### config.mk
export PLATFORM = sky130hd
export DESIGN_NAME = traffic_phase_ctrl
export DESIGN_NICKNAME = d
export VERILOG_FILES = /design/src/rtl/traffic_phase_ctrl.sv
export SDC_FILE = /design/constraint.sdc
export NUM_CORES = 1
export LEC_CHECK = 0
export BUFFER_PORTS_ARGS = -buffer_cell sky130_fd_sc_hd__buf_2
export CAP_MARGIN = 20
export CORE_AREA = 3 3 47 49
export DETAILED_ROUTE_END_ITERATION = 10
export DIE_AREA = 0 0 50 52
export PLACE_DENSITY = 0.75
export SYNTH_ARGS = -nofsm -noshare
export SYNTH_HDL_FRONTEND = slang
export SYNTH_SLANG_ARGS = --single-unit
### constraint.sdc
create_clock -name clk -period 2.1 [get_ports clk]
set_input_delay 0.315 -clock clk [delete_from_list [all_inputs] [get_ports clk]]
set_output_delay 0.315 -clock clk [all_outputs]
set_load 0.05 [all_outputs]
### src/rtl/traffic_phase_ctrl.sv
// Two-road traffic light phase controller: major/minor lights plus per-road
// seconds-remaining countdowns, advanced by a 1 Hz tick enable.
module traffic_phase_ctrl #(
  parameter int MAJOR_GREEN = 40,
  parameter int MINOR_GREEN = 20,
  parameter int YELLOW      = 4
) (
  input  logic       clk,
  input  logic       rst,
  input  logic       tick_1hz,
  input  logic       minor_req,
  input  logic       emergency,
  output logic [5:0] major_countdown,
  output logic [5:0] minor_countdown,
  output logic [2:0] major_light,
  output logic [2:0] minor_light,
  output logic [2:0] phase
);

  typedef enum logic [2:0] {
    MG = 3'd0,
    MY = 3'd1,
    NG = 3'd2,
    NY = 3'd3,
    AR = 3'd4
  } state_t;

  localparam logic [5:0] T_MG  = 6'(MAJOR_GREEN);
  localparam logic [5:0] T_NG  = 6'(MINOR_GREEN);
  localparam logic [5:0] T_YEL = 6'(YELLOW);

  state_t     state, state_n;
  logic [5:0] t, t_n;
  logic       req_latch, req_latch_n;
  logic       expire;

  always_ff @(posedge clk) begin
    if (rst) begin
      state     <= MG;
      t         <= T_MG;
      req_latch <= 1'b0;
    end else begin
      state     <= state_n;
      t         <= t_n;
      req_latch <= req_latch_n;
    end
  end

  assign expire = tick_1hz && (t == 6'd1);

  always_comb begin
    state_n     = state;
    t_n         = t;
    req_latch_n = req_latch;
    if ((state == MG || state == MY) && minor_req)
      req_latch_n = 1'b1;
    if (emergency && state != AR) begin
      state_n = AR;
    end else begin
      case (state)
        AR: begin
          if (!emergency) begin
            state_n = MG;
            t_n     = T_MG;
          end
        end
        MG: begin
          if (expire) begin
            if (req_latch || minor_req) begin
              state_n = MY;
              t_n     = T_YEL;
            end else begin
              t_n = T_MG;
            end
          end else if (tick_1hz) begin
            t_n = t - 6'd1;
          end
        end
        MY: begin
          if (expire) begin
            state_n     = NG;
            t_n         = T_NG;
            // Serving the minor road consumes the request, even one arriving now.
            req_latch_n = 1'b0;
          end else if (tick_1hz) begin
            t_n = t - 6'd1;
          end
        end
        NG: begin
          if (expire) begin
            state_n = NY;
            t_n     = T_YEL;
          end else if (tick_1hz) begin
            t_n = t - 6'd1;
          end
        end
        NY: begin
          if (expire) begin
            state_n = MG;
            t_n     = T_MG;
          end else if (tick_1hz) begin
            t_n = t - 6'd1;
          end
        end
        default: begin
          state_n = AR;
        end
      endcase
    end
  end

  // The road not currently timing shows time until it next changes colour.
  always_comb begin
    major_light     = 3'b100;
    minor_light     = 3'b100;
    major_countdown = 6'd0;
    minor_countdown = 6'd0;
    case (state)
      MG: begin
        major_light     = 3'b001;
        major_countdown = t;
        minor_countdown = t + T_YEL;
      end
      MY: begin
        major_light     = 3'b010;
        major_countdown = t;
        minor_countdown = t;
      end
      NG: begin
        minor_light     = 3'b001;
        minor_countdown = t;
        major_countdown = t + T_YEL;
      end
      NY: begin
        minor_light     = 3'b010;
        major_countdown = t;
        minor_countdown = t;
      end
      default: begin
        major_light = 3'b100;
      end
    endcase
  end

  assign phase = state;

endmodule

==> run metrics <==
final-report hold violation count 0; Mapped Cells 118; library cells used by synthesis 46; total die area 2600 µm²; CTS Root Cell clkbuf_4; reg2reg setup slack 0.32 ns; Hold WC Path Type input pin to flip-flop; nets 151; ANT cells 0; # IOs 26; worst hold slack 0.278 ns; largest net degree at the start of global routing 27; largest family of logic cells by synthesized area simple AND/OR/NAND/NOR gates; hold path endpoint phase[2]; crit path capture type output port; RSZ-0062 raised after global routing false; final WL 2320 µm; R2R depth 6; vias in the first global route 863; global route overflow 0; first-pass GRT wire length 3840 µm; post-DR vias/cell 5.69; Sink Count 10; placed wire-length estimate 1670 µm; fillers 172; Async SR Flop Fraction 0%; Post-synth EDFFs 0; CTS Hold Buffers Added 0; Final period util 95.1%; data arrival time of the worst path 1.68 ns; residual DRC count 0; YS warnings 0; Synth area leader dfxtp_1; Final TNS setup 0 ns; Synth Register Bits 10; CP Max Fanout 7; Area contributors post-synth dfxtp_1 (22%), nor2_1 (10%), a21oi_1 (6.6%), ha_1 (5.5%), xnor2_1 (3.8%); RR Endpoint t[3]; post-synthesis simple-gate area fraction 31.5%; core box area 1900 µm²; worst slew pin tran 0.601 ns; # rows 16; Fin Clk Skew 0.00642 ns; detailed-route via count 956; GRT Total Usage 19.5%; total CTS buffers 3; startpoint types flip-flop; wire per inst 13.8 µm; XOR/XNOR Fraction of Synth Area 5.77%; Seq/Total Area, Yosys 22.0%; peak supply drop 0.373 mV; Worst Setup SP t[3]; Slew headroom 59.9%; Final min period 2.00 ns; Longest Clk Path Bufs 2; port bufs 25; Maximum Capacitance Violations 0; leading register cell type out of synthesis dfxtp_1; Multi-input gate area 671 µm²; CTS clk-pin slew, worst paths 0.08 ns; register area 204 µm²; reg2reg start t[3]; CTS tree built; Die Ht 52 µm; WS Path Type flip-flop to output port; Final Setup Violations 0; hold path depth 2; Cell Area, Synth 911 µm²; Area growth syn-to-layout 22.0%; first-pass iteration count of the detailed router 4; layout cells sized above 1 40.4%; mux share of post-synthesis cell area 0%; Synth Area in Compound Gates 26.1%; Adder-Cell Fraction of Synth Area 5.49%; Clock Latency Late Sink 0.28 ns; DRT antenna net count 0; outcome finished, final reports clean; initial drt markers 34; H-tree depth 1; leakage dissipation 0.510 nW; f_max 501 MHz; Die Span X 50 µm; Avg Synthesized Cell Area 7.72 µm²; Final Max Slew Viols 0; Placer Congestion 0.809; initial core utilization 47.9%; initial antenna violation count 0; post-synth top area share 22.0%; Tot Pwr 0.607 mW; pwr/cell area 546 nW/µm²; Synth Net Count 127; Worst Path Required 1.78 ns; launch point of the worst hold path rst
==> synth_stat cells (2+ instances only) <==
cell	count
o21ai_1	3
nor2_1	25
nand2b_1	2
nand4_1	2
inv_2	2
inv_1	7
a21oi_1	12
dfxtp_1	10
nor3_1	3
buf_6	2
xnor2_1	4
buf_4	2
o221ai_1	2
nand2_1	6
ha_1	4
xor2_1	2
==> cells in the final DEF (no fill, tap or decap), types with 2 or more instances in the layout <==
cell,synthesis,layout
nand2_1,6,6
o21ai_1,3,3
inv_2,2,2
nand4_1,2,2
dfxtp_1,10,7
buf_2,1,25
xor2_1,2,2
nor3_1,3,2
nor2_2,0,7
a21oi_2,1,2
nor2_1,25,16
dfxtp_2,0,3
nor2_4,0,2
inv_1,7,7
o221ai_1,2,2
a21oi_1,12,11
xnor2_1,4,4
clkbuf_4,0,3
ha_1,4,4
==> report_power, final <==
group / switching, mW / leakage [nW] / internal, mW
logic: 0.134 / 0.406 / 0.0625
registers: 0.0260 / 0.0831 / 0.199
clock network: 0.0789 / 0.0210 / 0.106
==> layout make-up <==
type,instances,area share (%)
clock buffers,4,3.27
inverters,9,3.04
multi-input cells,92,60.4
flip-flops and latches,10,18.4
well taps,27,3.04
repair buffers,26,11.9
==> critical path, stage by stage, from the launching register on <==
cell and delay [ns]:
dfxtp_1 0.47, inv_1 0.15, ha_1 0.33, nand2_1 0.07
a21oi_2 0.11, buf_2 0.27
==> kinds of logic (layout without fill, tap and decap cells) <==
kind of cell               count (synthesis)  in the layout
DFF                                       10             10
AOI/OAI and AO/OA                         32             32
xor gates and xnor gates                   6              6
buffers and inverters                     16             39
and+or+nand+nor                           50             50
adders and majority gates                  4              4
==> routing by layer <==
layer  wire length [µm]  vias to the layer above  global-route usage (%)
li1                   -                      469                       -
met1               1010                      444                    22.9
met2               1170                       38                    32.6
met3                100                        5                    4.30
met4                 41                        0                    11.1
met5                  0                        -                       0
==> state kept, by name, summed over array words and instances (netlist names) <==
| register | flops |
|---|---|
| phase | 3 |
| req_latch | 1 |
| t | 6 |
==> metrics by stage <==
stage | util (%) | setup slack, ns | cells | area [µm²]
3_5_place_dp | 56.3 | 0.327 | 164 | 1070
4_1_cts | 58.2 | 0.0260 | 168 | 1110
6_report | 58.4 | 0.103 | 168 | 1110
2_1_floorplan | - | 0.0171 | 118 | 953
5_1_grt | 58.4 | 0.00252 | 168 | 1110
3_3_place_gp | 56.3 | 0.349 | 164 | 1070
==> timing repair <==
| item | CTS | global route |
|---|---|---|
| gates resized for setup | 0 | 3 |
| buffers inserted | 0 | 0 |
| endpoints found under the setup margin | 0 | 5 |
==> worst max-delay path by stage <==
| stage | endpoint | cells past startpoint | slack (ns) |
|---|---|---|---|
| 6_report | minor_countdown[3] | 5 | 0.10 |
| 5_1_grt | minor_countdown[3] | 5 | 0.003 |
| 4_1_cts | major_countdown[4] | 6 | 0.03 |
| 3_5_place_dp | major_countdown[4] | 6 | 0.33 |
| 3_3_place_gp | major_countdown[4] | 6 | 0.35 |
| 2_1_floorplan | minor_countdown[2] | 4 | 0.02 |
Note: power is estimated with default switching activity, not from simulation.
